[config.mk]
export PLATFORM = sky130hd
export DESIGN_NAME = traffic_timer
export DESIGN_NICKNAME = d
export VERILOG_FILES = /design/src/rtl/traffic_timer.sv
export SDC_FILE = /design/constraint.sdc
export NUM_CORES = 1
export LEC_CHECK = 0
export ABC_AREA = 1
export CAP_MARGIN = 20
export CORE_UTILIZATION = 55
export DETAILED_ROUTE_END_ITERATION = 12
export PLACE_DENSITY = 0.75
export SLEW_MARGIN = 10
export SYNTH_ARGS = -nofsm -noshare
export SYNTH_HDL_FRONTEND = slang
export SYNTH_SLANG_ARGS = --single-unit
[constraint.sdc]
create_clock -name clk -period 2.6 [get_ports clk]
set_input_delay 0.52 -clock clk [delete_from_list [all_inputs] [get_ports clk]]
set_output_delay 0.52 -clock clk [all_outputs]
set_load 0.05 [all_outputs]
[src/rtl/traffic_timer.sv]
// traffic_timer: seconds-base timer for the highway / farm-way light controllers.
//
// Divides clk down to a one-second tick, counts elapsed whole seconds since
// the last clear (saturating at LONG_SEC) and raises sticky short/long
// timeout levels that the controllers use as their timeout inputs.
//
// Ports:
//   clk           in   system clock, rising edge
//   reset         in   asynchronous active-low reset
//   timer_clr     in   synchronous clear, restarts timing (beats the tick)
//   pause         in   only with TRAFFIC_TIMER_PAUSE_EN: freezes counting in RUN
//   short_timeout out  high once SHORT_SEC seconds have elapsed
//   long_timeout  out  high once LONG_SEC seconds have elapsed
//   sec_count     out  elapsed whole seconds, saturating at LONG_SEC
//   running       out  high while in RUN
//
// Optional feature macro: TRAFFIC_TIMER_PAUSE_EN (adds the pause input).
module traffic_timer #(
    parameter int unsigned TICK_DIV  = 50000000,
    parameter int unsigned SHORT_SEC = 3,
    parameter int unsigned LONG_SEC  = 15,
    parameter int unsigned SEC_W     = 8
) (
    input  logic             clk,
    input  logic             reset,
    input  logic             timer_clr,
`ifdef TRAFFIC_TIMER_PAUSE_EN
    input  logic             pause,
`endif
    output logic             short_timeout,
    output logic             long_timeout,
    output logic [SEC_W-1:0] sec_count,
    output logic             running
);

    localparam int unsigned PRE_W = (TICK_DIV > 1) ? $clog2(TICK_DIV) : 1;
    localparam logic [PRE_W-1:0] PRE_LAST = PRE_W'(TICK_DIV - 1);
    localparam logic [SEC_W-1:0] SHORT_V  = SEC_W'(SHORT_SEC);
    localparam logic [SEC_W-1:0] LONG_V   = SEC_W'(LONG_SEC);

    // Elaboration-time parameter legality check
    if ((TICK_DIV < 1) || (SHORT_SEC < 1) || (SHORT_SEC >= LONG_SEC) ||
        (longint'(LONG_SEC) > ((longint'(1) << SEC_W) - 1))) begin : g_bad_params
        $error("traffic_timer: illegal parameter combination");
    end

    typedef enum logic {
        ST_RUN     = 1'b0,
        ST_EXPIRED = 1'b1
    } state_t;

    state_t             state_q;
    state_t             state_d;
    logic [PRE_W-1:0]   prescaler;
    logic [PRE_W-1:0]   prescaler_d;
    logic [SEC_W-1:0]   sec_count_d;
    logic               short_d;
    logic               long_d;
    logic               running_d;
    logic               tick_c;
    logic               freeze_c;
    logic [SEC_W-1:0]   sec_inc_c;

    // Counting freeze request (only exists with the pause feature)
`ifdef TRAFFIC_TIMER_PAUSE_EN
    assign freeze_c = pause;
`else
    assign freeze_c = 1'b0;
`endif

    assign tick_c    = (prescaler == PRE_LAST);
    assign sec_inc_c = sec_count + SEC_W'(1);

    // Next-state and next-output logic; timeouts are computed from the
    // incremented count so they land on the same edge as sec_count.
    always_comb begin
        state_d     = state_q;
        prescaler_d = prescaler;
        sec_count_d = sec_count;
        short_d     = short_timeout;
        long_d      = long_timeout;

        if (timer_clr) begin
            state_d     = ST_RUN;
            prescaler_d = '0;
            sec_count_d = '0;
            short_d     = 1'b0;
            long_d      = 1'b0;
        end else begin
            case (state_q)
                ST_RUN: begin
                    if (!freeze_c) begin
                        if (tick_c) begin
                            prescaler_d = '0;
                            sec_count_d = sec_inc_c;
                            if (sec_inc_c >= SHORT_V) begin
                                short_d = 1'b1;
                            end
                            if (sec_inc_c == LONG_V) begin
                                long_d  = 1'b1;
                                state_d = ST_EXPIRED;
                            end
                        end else begin
                            prescaler_d = prescaler + PRE_W'(1);
                        end
                    end
                end
                ST_EXPIRED: begin
                    prescaler_d = '0;
                end
                default: begin
                    state_d = ST_RUN;
                end
            endcase
        end

        running_d = (state_d == ST_RUN);
    end

    // State and output registers
    always_ff @(posedge clk or negedge reset) begin
        if (!reset) begin
            state_q       <= ST_RUN;
            prescaler     <= '0;
            sec_count     <= '0;
            short_timeout <= 1'b0;
            long_timeout  <= 1'b0;
            running       <= 1'b1;
        end else begin
            state_q       <= state_d;
            prescaler     <= prescaler_d;
            sec_count     <= sec_count_d;
            short_timeout <= short_d;
            long_timeout  <= long_d;
            running       <= running_d;
        end
    end

endmodule

# --- Word level (Yosys, flattened, before mapping) ---
# Cells that the tools add are included.
classes:
  n_addsub: 2
  n_lt_le_gt_ge: 1
  n_eq_ne: 3
  mux: 18
  bitwise: 2
  reduce_logical: 6
ops:
  columns: ["cell", "count"]
  rows:
  - ["2-to-1 mux 26 bit", 2]
  - ["one-hot mux 26 bit (2 select lines)", 1]
  - ["adder 26 x 1 -> 26 bit, second input constant", 1]
  - ["equality test 26 bit, second input constant", 1]
  - ["2-to-1 mux 8 bit", 3]
  - ["2-to-1 mux 1 bit", 12]
  - ["adder 8 x 1 -> 8 bit, second input constant", 1]
  - ["equality test 8 x 4 -> 1 bit, second input constant", 1]
  - [">= comparator 8 x 2 -> 1 bit, second input constant", 1]
  - ["AND reduction 3 bit", 2]
  - ["nonzero test 2 bit", 3]
  - ["!= test 2 bit, second input constant", 1]
  - ["NOT 1 bit", 2]
  - ["AND reduction 2 bit", 1]
word_totals:
  regBits: 38
  inputBits: 3
  wordCells: 38

# --- Logic depth before layout (Yosys ltp) ---
# Gate-level depths: netlist of the first run.
logic_depth:
  word_depth: 7
  depth_mapped: 10
  mapped_depth_nobuf: 10

# --- Worst setup path after synthesis of the first run ---
# Ideal clock, no wire load.
synth_timing:
  path_kind: "register -> register"
  from: "reg sec_count[1]"
  to: "reg short_timeout"
  arrival_ns: 1.684
  required_time_ns: 2.482
  setup_slack_ns: 0.798
  stages_incl_launch_ff: 11
  synth_period_minus_slack_ns: 1.802
  path_cell_list: "dfrtp_1 > ha_1 > nand3_1 > inv_1 > nand3_1 > nand2_1 > nand2_1 > nor2_1 > nand2_1 > nand2_1 > nand2_1"
synth_via:
  elab_chain_cells: 4
synth_lines:
  columns: ["item", "line_no", "rtl"]
  rows:
  - ["start: declaration", "32", "output logic [SEC_W-1:0] sec_count,"]
  - ["start signal: assignment", "132", "sec_count <= sec_count_d;"]
  - ["adder 8 x 1 -> 8 bit", "72", "assign sec_inc_c = sec_count + SEC_W'(1);"]
  - [">= comparator 8 x 2 -> 1 bit", "96", "if (sec_inc_c >= SHORT_V) begin"]
  - ["nonzero test 2 bit (no source line)", null, null]
  - ["AND reduction 3 bit (no source line)", null, null]
  - ["end signal: assignment", "133", "short_timeout <= short_d;"]
  - ["end: declaration", "30", "output logic short_timeout,"]
# Every way passes these cells.
# A chain may end at the register's enable or synchronous reset.

# --- Worst setup path in the final report of the first run ---
layout_timing:
  from: "reg running"
  to: "out running"
layout_rtl:
  columns: ["item", "line_no", "rtl"]
  rows:
  - ["start: declaration", "33", "output logic running"]
  - ["start signal: assignment", "135", "running <= running_d;"]
# No word-level cell between the ends.

==> impl_metrics.toml, run 1 <==
[setup_path]
endpoint_kind = "output pin"
crit_type = "flop to output pin"
r2r-start = "prescaler[0]"
start_kind = "flop"
cp_data_required_time_ns = 2.08
critPathSlowestCell = "clkdlybuf4s50_1"
slowest_delay_ns = 0.80
cp.arrival_ns = 1.59
reg2reg_to = "prescaler[19]"
r2r_setup_slack_ns = 0.69
crit_buf_inv = 1
worst_r2r_path_depth = 8
path_cells = "clkdlybuf4s50_1"
path_delay_family = "buffers and inverters"
cp_max_fo = 1

[grt]
grtUsageTotal = 0.2548
grt_start_max_net_pins = 39
overflow = 0
grt_pass1_vias = 1789
grt_pass1_wl_um = 8335
antenna_found_initial = 0

[synthesis]
synth_cells = 323
ys_types = 24
syn_nets = 329
netlist.area_leader.share = 0.4084
syn_avg_cell_area_um2 = 7.019
yosysWarnings = 0
synth_area_leaders = "dfrtp_1, nand2_1, nor2_1"
yosysTopAreaCell = "dfrtp_1"
ys_ff_latch = 38
yosysSeqAreaShare = 0.4200
netlist_area_um2 = 2267

[layout]
drive_gt1_frac = 0.05865
multi_input_comb_area_um2 = 1139
antennaDiodeCount = 0
final-seq-area_um2 = 952.2
nets = 346
final_cells = 389
design_area_um2 = 2517
nFillCells = 348
syn2layout_area_growth_pct = 11.04

[outcome]
status = "complete, no violations"

[timing]
fin_ws_ns = 0.4918
maxSlewHeadroom = 0.4569
tightest_slew_ns = 0.8146
whs_ns = 0.3223
rsz0062_at_grt = "no"
slew_viol_final = 0
tns_ns = 0
hold_viol = 0
fin_crit_sh = 0.8108
fmax_ghz = 0.4743
fin_crit_ns = 2.108
setup_viol = 0
finalClockSkew_ns = 0.01120

[placed_design]
dpl_worst_slack_ns = 0.5865
dpl.hpwl_um = 3742
place.gp.congestion = 0.9281
portBuffers = 13
placement.cell_area_um2 = 2426
place.detailed.instances = 381

[clock_network]
cts_tree = "done"
postCtsSetupRepairBufs = 0
root_buffer = "clkbuf_8"
numClockSinks = 38
hold_buffers = 0
cts_resized = 0
ctsHtreeMaxLevel = 2
cts.reportedPaths.clkPinSlew_ns = 0.08
cts_buffers = 5
clockBufferDepth = 2
clk_latency_ns = 0.29

[job]
maxCapViolations = 0

[detailed_routing]
ant_nets = 0
routedWlPerCell_um = 12.49
drc = 0
first_iter_violations = 147
vias_per_cell = 5.134
via_count = 1997
first_pass_iters = 4
wirelength_um = 4860

[floorplanning]
die_area_um2 = 4383
core.rowCount = 22
die_h_um = 66.21
start_util = 0.5968
io_pins = 14
core_area_um2 = 3799
die_w_um = 66.21

[pwr]
p_leak_nw = 1.161
vdd_ir_drop_max_v = 0.0003057
power.density_nw_per_um2 = 417.2

[hold_path]
min_path_type = "input pin to async pin"
## worst max-delay path by stage
stage	start	endpoint	slack, ns	cells past startpoint
after floorplan	sec_count[1]	short_timeout	0.80	10
after global placement	timer_clr	prescaler[25]	0.65	6
after detailed placement	timer_clr	prescaler[25]	0.59	6
after CTS	running	running	0.48	1
after global routing	running	running	0.46	1
final	running	running	0.49	1
## flip-flops by register name, indices dropped and copies added, names as in the netlist
register / cells
prescaler: 26
short_timeout: 1
running: 1
state_q: 1
sec_count: 8
long_timeout: 1
## metal layers
metal	up-vias	part of all wire	global-route usage
met5	-	0	0
met4	0	0.0021	0.03989
met3	2	0.048	0.05172
met2	51	0.43	0.3788
met1	908	0.52	0.3860
li1	1036	-	-
## layout by cell type, fill, tap and decap left out
cell and instances:
dfstp_2 1, xor2_1 6, nand3_1 35, clkdlybuf4s50_1 12, xnor2_1 3, o21ai_0 3
ha_1 3, nor2_1 70, nand2_1 92, nand2_2 1, inv_1 39, nor3b_1 2
nor3_4 1, nor3_1 9, nor3_2 1, inv_2 1, a21oi_1 2, nand3_4 1
nand4_1 5, nand3b_1 2, dfrtp_1 37, clkinv_2 1, nor2_2 2, buf_2 1
nor2_4 4, clkbuf_1 1, clkbuf_8 6
## through the flow
| step | util | total power [mW] |
|---|---|---|
| global route | 0.6627 | 1.097 |
| CTS | 0.6627 | 1.060 |
| global placement | 0.6387 | 0.6411 |
| floorplan | - | 0.6270 |
| detailed placement | 0.6387 | 0.6428 |
| finish | 0.6627 | 1.050 |
## synthesized netlist by cell type
| library cell | number |
|---|---|
| nand2_1 | 92 |
| nor2_1 | 70 |
| inv_1 | 39 |
| dfrtp_1 | 37 |
| nand3_1 | 35 |
| nor3_1 | 9 |
| xor2_1 | 6 |
| nand4_1 | 5 |
| nor2_4 | 4 |
| ha_1 | 3 |
| o21ai_0 | 3 |
| xnor2_1 | 3 |
| a21oi_1 | 2 |
| buf_6 | 2 |
| nand3b_1 | 2 |
| nor2_2 | 2 |
| nor3b_1 | 2 |
| clkbuf_1 | 1 |
| dfstp_2 | 1 |
| inv_2 | 1 |
| nand2_2 | 1 |
| nand3_4 | 1 |
| nor3_2 | 1 |
| nor3_4 | 1 |
## area by class of cell
| cell class | count | share of cell area |
|---|---|---|
| Multi-Input combinational cell | 242 | 0.4523 |
| Inverter | 40 | 0.05964 |
| Clock inverter | 1 | 0.001988 |
| Sequential cell | 38 | 0.3782 |
| Timing Repair Buffer | 13 | 0.04970 |
| Tap cell | 48 | 0.02386 |
| Clock buffer | 7 | 0.03429 |
## logic make-up after synthesis
kind of cell	count (synthesis)	share of synthesized area
simple gates	225	0.4398
buf+inv	43	0.07781
flops	38	0.4200
xor+xnor	9	0.03477
compound gates	5	0.01104
fa+ha+maj	3	0.01656
## power breakdown
part	internal, mW	switching (mW)	leakage (nW)
registers	0.594	0.00258	0.525
clock network	0.214	0.206	0.0482
logic	0.00656	0.0263	0.587
total	0.815	0.235	1.16
(Power assumes the default switching activity.)
==> run 2: changes to the inputs <==
--- a/config.mk
+++ b/config.mk
@@ -7,7 +7,7 @@
 export LEC_CHECK = 0
 export ABC_AREA = 1
 export CAP_MARGIN = 20
-export CORE_UTILIZATION = 55
+export CORE_UTILIZATION = 53
 export DETAILED_ROUTE_END_ITERATION = 12
 export PLACE_DENSITY = 0.75
 export SLEW_MARGIN = 10
==> constraint.sdc (replaced) <==
create_clock -name clk -period 1.73 [get_ports clk]
set_input_delay 0.346 -clock clk [delete_from_list [all_inputs] [get_ports clk]]
set_output_delay 0.346 -clock clk [all_outputs]
set_load 0.05 [all_outputs]
==> run 2 against run 1 <==
  * Cell count rose by 3.6%
  * Critical path type is now flop to flop
  * Non-clock buffer count grew 12
  * Sequential share of layout area shrank 1.5 points
==> impl_metrics.toml, run 2 (synthesis gave the netlist of run 1 again) <==
[setup_path]
cp_max_fo = 14
path_common_cell = "nor2_1"
crit_buf_inv = 1
worst_r2r_path_depth = 7
endpoint_kind = "flop"
critPathSlowestCell = "dfrtp_1"
cp_data_required_time_ns = 1.91
path_delay_family = "simple AND/OR/NAND/NOR gates"
slowest_delay_ns = 0.44
start_kind = "flop"
r2r_setup_slack_ns = 0.16
r2r-start = "prescaler[8]"
critical_path_depth = 7
path_cells = "nor2_1 > nand3_1 > nor2_1 > nand3_4 > nand2_2 > buf_4 > nor3_1"
crit_type = "flop to flop"
cp.arrival_ns = 1.75
reg2reg_to = "prescaler[20]"

[grt]
grt_pass1_wl_um = 8804
antenna_found_initial = 0
overflow = 0
grt_pass1_vias = 1974
grtUsageTotal = 0.2691
grt_start_max_net_pins = 22

[timing]
tns_ns = 0
rsz0062_at_grt = "no"
finalClockSkew_ns = 0.006574
fmax_ghz = 0.6381
maxSlewHeadroom = 0.6784
fin_crit_ns = 1.567
hold_viol = 0
setup_viol = 0
fin_ws_ns = 0.1629
fin_crit_sh = 0.9058
whs_ns = 0.004458
tightest_slew_ns = 0.4824
slew_viol_final = 0

[layout]
design_area_um2 = 2625
final_common_cell = "nand2_1"
syn2layout_area_growth_pct = 15.78
nets = 358
layout_common_cells = "nand2_1, nor2_1, inv_1"
nFillCells = 366
drive_gt1_frac = 0.1388
antennaDiodeCount = 0
top_regs = "prescaler x26, sec_count x8"
largest_reg_flops = 26
regMostFlops = "prescaler"

[detailed_routing]
routedWlPerCell_um = 13.09
drc = 0
vias_per_cell = 5.132
ant_nets = 0
wirelength_um = 5276
via_count = 2068
first_pass_iters = 4
first_iter_violations = 81

[floorplanning]
die_w_um = 67.41
die_h_um = 67.41
core_area_um2 = 4058
start_util = 0.5587
core.rowCount = 23
io_pins = 14
die_area_um2 = 4543

[clock_network]
clockBufferDepth = 2
root_buffer = "clkbuf_8"
clk_latency_ns = 0.29
cts_tree = "done"
numClockSinks = 38
ctsHtreeMaxLevel = 2
cts_buffers = 5
cts.reportedPaths.clkPinSlew_ns = 0.08

[placed_design]
dpl.hpwl_um = 3979
portBuffers = 13
place.gp.congestion = 0.9419
dpl_worst_slack_ns = 0.09057
placement.cell_area_um2 = 2491

[job]
maxCapViolations = 0

[hold_path]
min_path_type = "input pin to async pin"

[pwr]
vdd_ir_drop_max_v = 0.0004594
power.density_nw_per_um2 = 610.1
p_leak_nw = 1.266

[outcome]
status = "complete, no violations"
## run 2: changes by cell type in the layout (fill, tap and decap cells not counted), sizes merged
cell           previous run  this run
buf                       1        24
clkdlybuf4s50            12         1
clkbuf                    7         6
clkinvlp                  0         1
## run 2: how the worst max path moves through the flow
stage                             from            end  slack (ns)
after global routing      sec_count[1]  short_timeout        0.02
final                     prescaler[8]  prescaler[20]        0.16
after detailed placement  prescaler[0]  prescaler[20]        0.09
after CTS                 prescaler[0]  prescaler[20]        0.07
after global placement       timer_clr  prescaler[20]        0.11
after floorplan           sec_count[2]  short_timeout        0.07
## run 2: cell type report
class / count / area (um^2) / share of cell area
clock buffers: 6 / 82.58 / 0.03146
clock inverters: 2 / 12.51 / 0.004766
inverters: 40 / 150.1 / 0.05720
multi-input cells: 242 / 1162 / 0.4428
flip-flops and latches: 38 / 954.7 / 0.3637
well taps: 50 / 62.56 / 0.02383
repair buffers: 25 / 200.2 / 0.07626
## run 2: timing repair
action,4_1_cts,5_1_grt
setup buffers,0,2
resized for setup,0,6
hold buffers,0,0
endpoints found under the setup margin,0,26
## run 2: report_power, final
part / total [mW] / switching [mW] / internal, mW
sequential: 0.897 / 0.00368 / 0.893
clock: 0.646 / 0.326 / 0.320
combinational: 0.0584 / 0.0428 / 0.0155
## run 2: stage by stage
stage               power [mW]  cells  utilization
floorplan               0.9423    323            -
global placement        0.9731    393       0.6139
detailed placement      0.9734    393       0.6139
CTS                      1.618    401       0.6374
global route             1.669    403       0.6469
finish                   1.602    403       0.6469
## run 2: metal layers
layer / track usage / vias up / routed length (um) / share of wire
met5: 0 / - / 0 / 0
met4: 0.1117 / 0 / 121 / 0.023
met3: 0.06419 / 13 / 290 / 0.055
met2: 0.4538 / 55 / 2542 / 0.48
met1: 0.3269 / 939 / 2322 / 0.44
li1: - / 1061 / - / -
==> run 3: changes to the inputs <==
--- a/config.mk
+++ b/config.mk
@@ -7,9 +7,10 @@
 export LEC_CHECK = 0
 export ABC_AREA = 1
 export CAP_MARGIN = 20
-export CORE_UTILIZATION = 53
+export CORE_UTILIZATION = 55
 export DETAILED_ROUTE_END_ITERATION = 12
-export PLACE_DENSITY = 0.75
+export DONT_BUFFER_PORTS = 1
+export PLACE_DENSITY = 0.7
 export SLEW_MARGIN = 10
 export SYNTH_ARGS = -nofsm -noshare
 export SYNTH_HDL_FRONTEND = slang
==> constraint.sdc (replaced) <==
create_clock -name clk -period 2 [get_ports clk]
set_input_delay 0.4 -clock clk [delete_from_list [all_inputs] [get_ports clk]]
set_output_delay 0.4 -clock clk [all_outputs]
set_load 0.05 [all_outputs]
==> run 3 against run 2 <==
  * Clock-buffer cell count unchanged
  * Setup slack improved by 0.12 ns
  * Combinational power decreased by 15%
  * Final area is 4.4% lower
  * Critical path depth up 2
  * Hold slack better by 0.33 ns
  * Via count decreased by 2.4%
  * Clock skew is essentially flat
  * Critical path type unchanged
==> impl_metrics.toml, run 3 (synthesis gave the netlist of run 1 again) <==
[timing]
fin_crit_ns = 1.718
fin_crit_sh = 0.8591
fin_ws_ns = 0.2817
hold_viol = 0
setup_viol = 0
tns_ns = 0
finalClockSkew_ns = 0.006967
maxSlewHeadroom = 0.6822
tightest_slew_ns = 0.4768
fmax_ghz = 0.5820
rsz0062_at_grt = "no"
slew_viol_final = 0

[layout]
design_area_um2 = 2509
layout_common_cells = "nand2_1, nor2_1, inv_1"
drive_gt1_frac = 0.09384
regMostFlops = "prescaler"
syn2layout_area_growth_pct = 10.65
antennaDiodeCount = 0
nets = 346
final_core_util = 0.6604
top_regs = "prescaler x26, sec_count x8"
largest_reg_flops = 26
nFillCells = 331
final_common_cell = "nand2_1"

[clock_network]
cts.reportedPaths.clkPinSlew_ns = 0.08
postCtsSetupRepairBufs = 0
ctsHtreeMaxLevel = 2
clk_latency_ns = 0.29
hold_buffers = 2
cts_tree = "done"
numClockSinks = 38
cts_resized = 0
root_buffer = "clkbuf_8"
clockBufferDepth = 2
cts_buffers = 5

[grt]
grt_start_max_net_pins = 39
grtUsageTotal = 0.2658
overflow = 0
grt_pass1_vias = 1902
antenna_found_initial = 0
grt_pass1_wl_um = 8673

[floorplanning]
core.rowCount = 22
die_h_um = 66.21
io_pins = 14
die_w_um = 66.21
start_util = 0.5968
die_area_um2 = 4383
core_area_um2 = 3799

[placed_design]
placement.cell_area_um2 = 2384
dpl.hpwl_um = 3829
portBuffers = 0
place.gp.congestion = 0.9257
dpl_worst_slack_ns = 0.2703

[job]
maxCapViolations = 0

[setup_path]
path_common_cell = "nor2_1"
cp_data_required_time_ns = 2.20
crit_type = "flop to flop"
path_cells = "ha_1 > nand2_1 > nor2_4 > inv_1 > nor2_1 > inv_1 > nor2_1 > nor2_1 > nor3_1"
endpoint_kind = "flop"
cp.arrival_ns = 1.92
slowest_delay_ns = 0.37
critPathSlowestCell = "dfrtp_1"
start_kind = "flop"
cp_max_fo = 4

[detailed_routing]
first_pass_iters = 5
via_count = 2019
wirelength_um = 4986
ant_nets = 0
drc = 0
routedWlPerCell_um = 12.82
vias_per_cell = 5.190
first_iter_violations = 135

[outcome]
status = "complete, no violations"

[pwr]
vdd_ir_drop_max_v = 0.0005794
power.density_nw_per_um2 = 550.0
p_leak_nw = 1.186

[hold_path]
min_path_type = "input pin to flop"
[run 3: report_power, final]
| group | internal, mW | switching, mW | total [mW] |
|---|---|---|---|
| sequential | 0.773 | 0.00298 | 0.776 |
| clock | 0.277 | 0.278 | 0.555 |
| combinational | 0.0139 | 0.0356 | 0.0495 |
| total | 1.06 | 0.316 | 1.38 |
[run 3: final timing paths]
path,startpoint,slack (ns),endpoint,cells after the start
max,prescaler[0],0.28,prescaler[16],9
max reg2reg,prescaler[0],0.28,prescaler[16],9
min in group asynchronous,reset,0.57,prescaler[19],2
min reg2reg,prescaler[0],0.46,prescaler[0],1
max in group asynchronous,reset,1.17,running,2
min,timer_clr,0.33,prescaler[6],3
[run 3: metal layers]
layer  track usage  routed length, um
met1        0.3832               2444
met2        0.3903               2218
met3       0.04655                229
met4        0.1090                 94
met5             0                  0
[run 3: per-stage QoR]
stage	hold WS (ns)	cells	total power, mW
global route	0.3644	389	1.429
global placement	0.1052	379	0.8203
CTS	0.3306	389	1.390
floorplan	0.1044	323	0.8151
detailed placement	0.1052	379	0.8202
finish	0.3320	389	1.380
[run 3: critical path: cells and delay by family, from the launching register on]
family                   cells  cell delay, ns
adder cells (fa/ha/maj)      1            0.17
flip-flops                   1            0.37
AND/OR/NAND/NOR              6            0.96
buffers and inverters        2            0.14
[run 3: area by class of cell]
class / instances / area, um^2 / area share
timing repair buffer: 13 / 112.6 / 0.04489
clock buffer: 6 / 82.58 / 0.03292
multi-input combinational: 242 / 1139 / 0.4539
sequential: 38 / 952.2 / 0.3796
inverter: 40 / 150.1 / 0.05985
tap: 48 / 60.06 / 0.02394
clock inverter: 2 / 12.51 / 0.004988
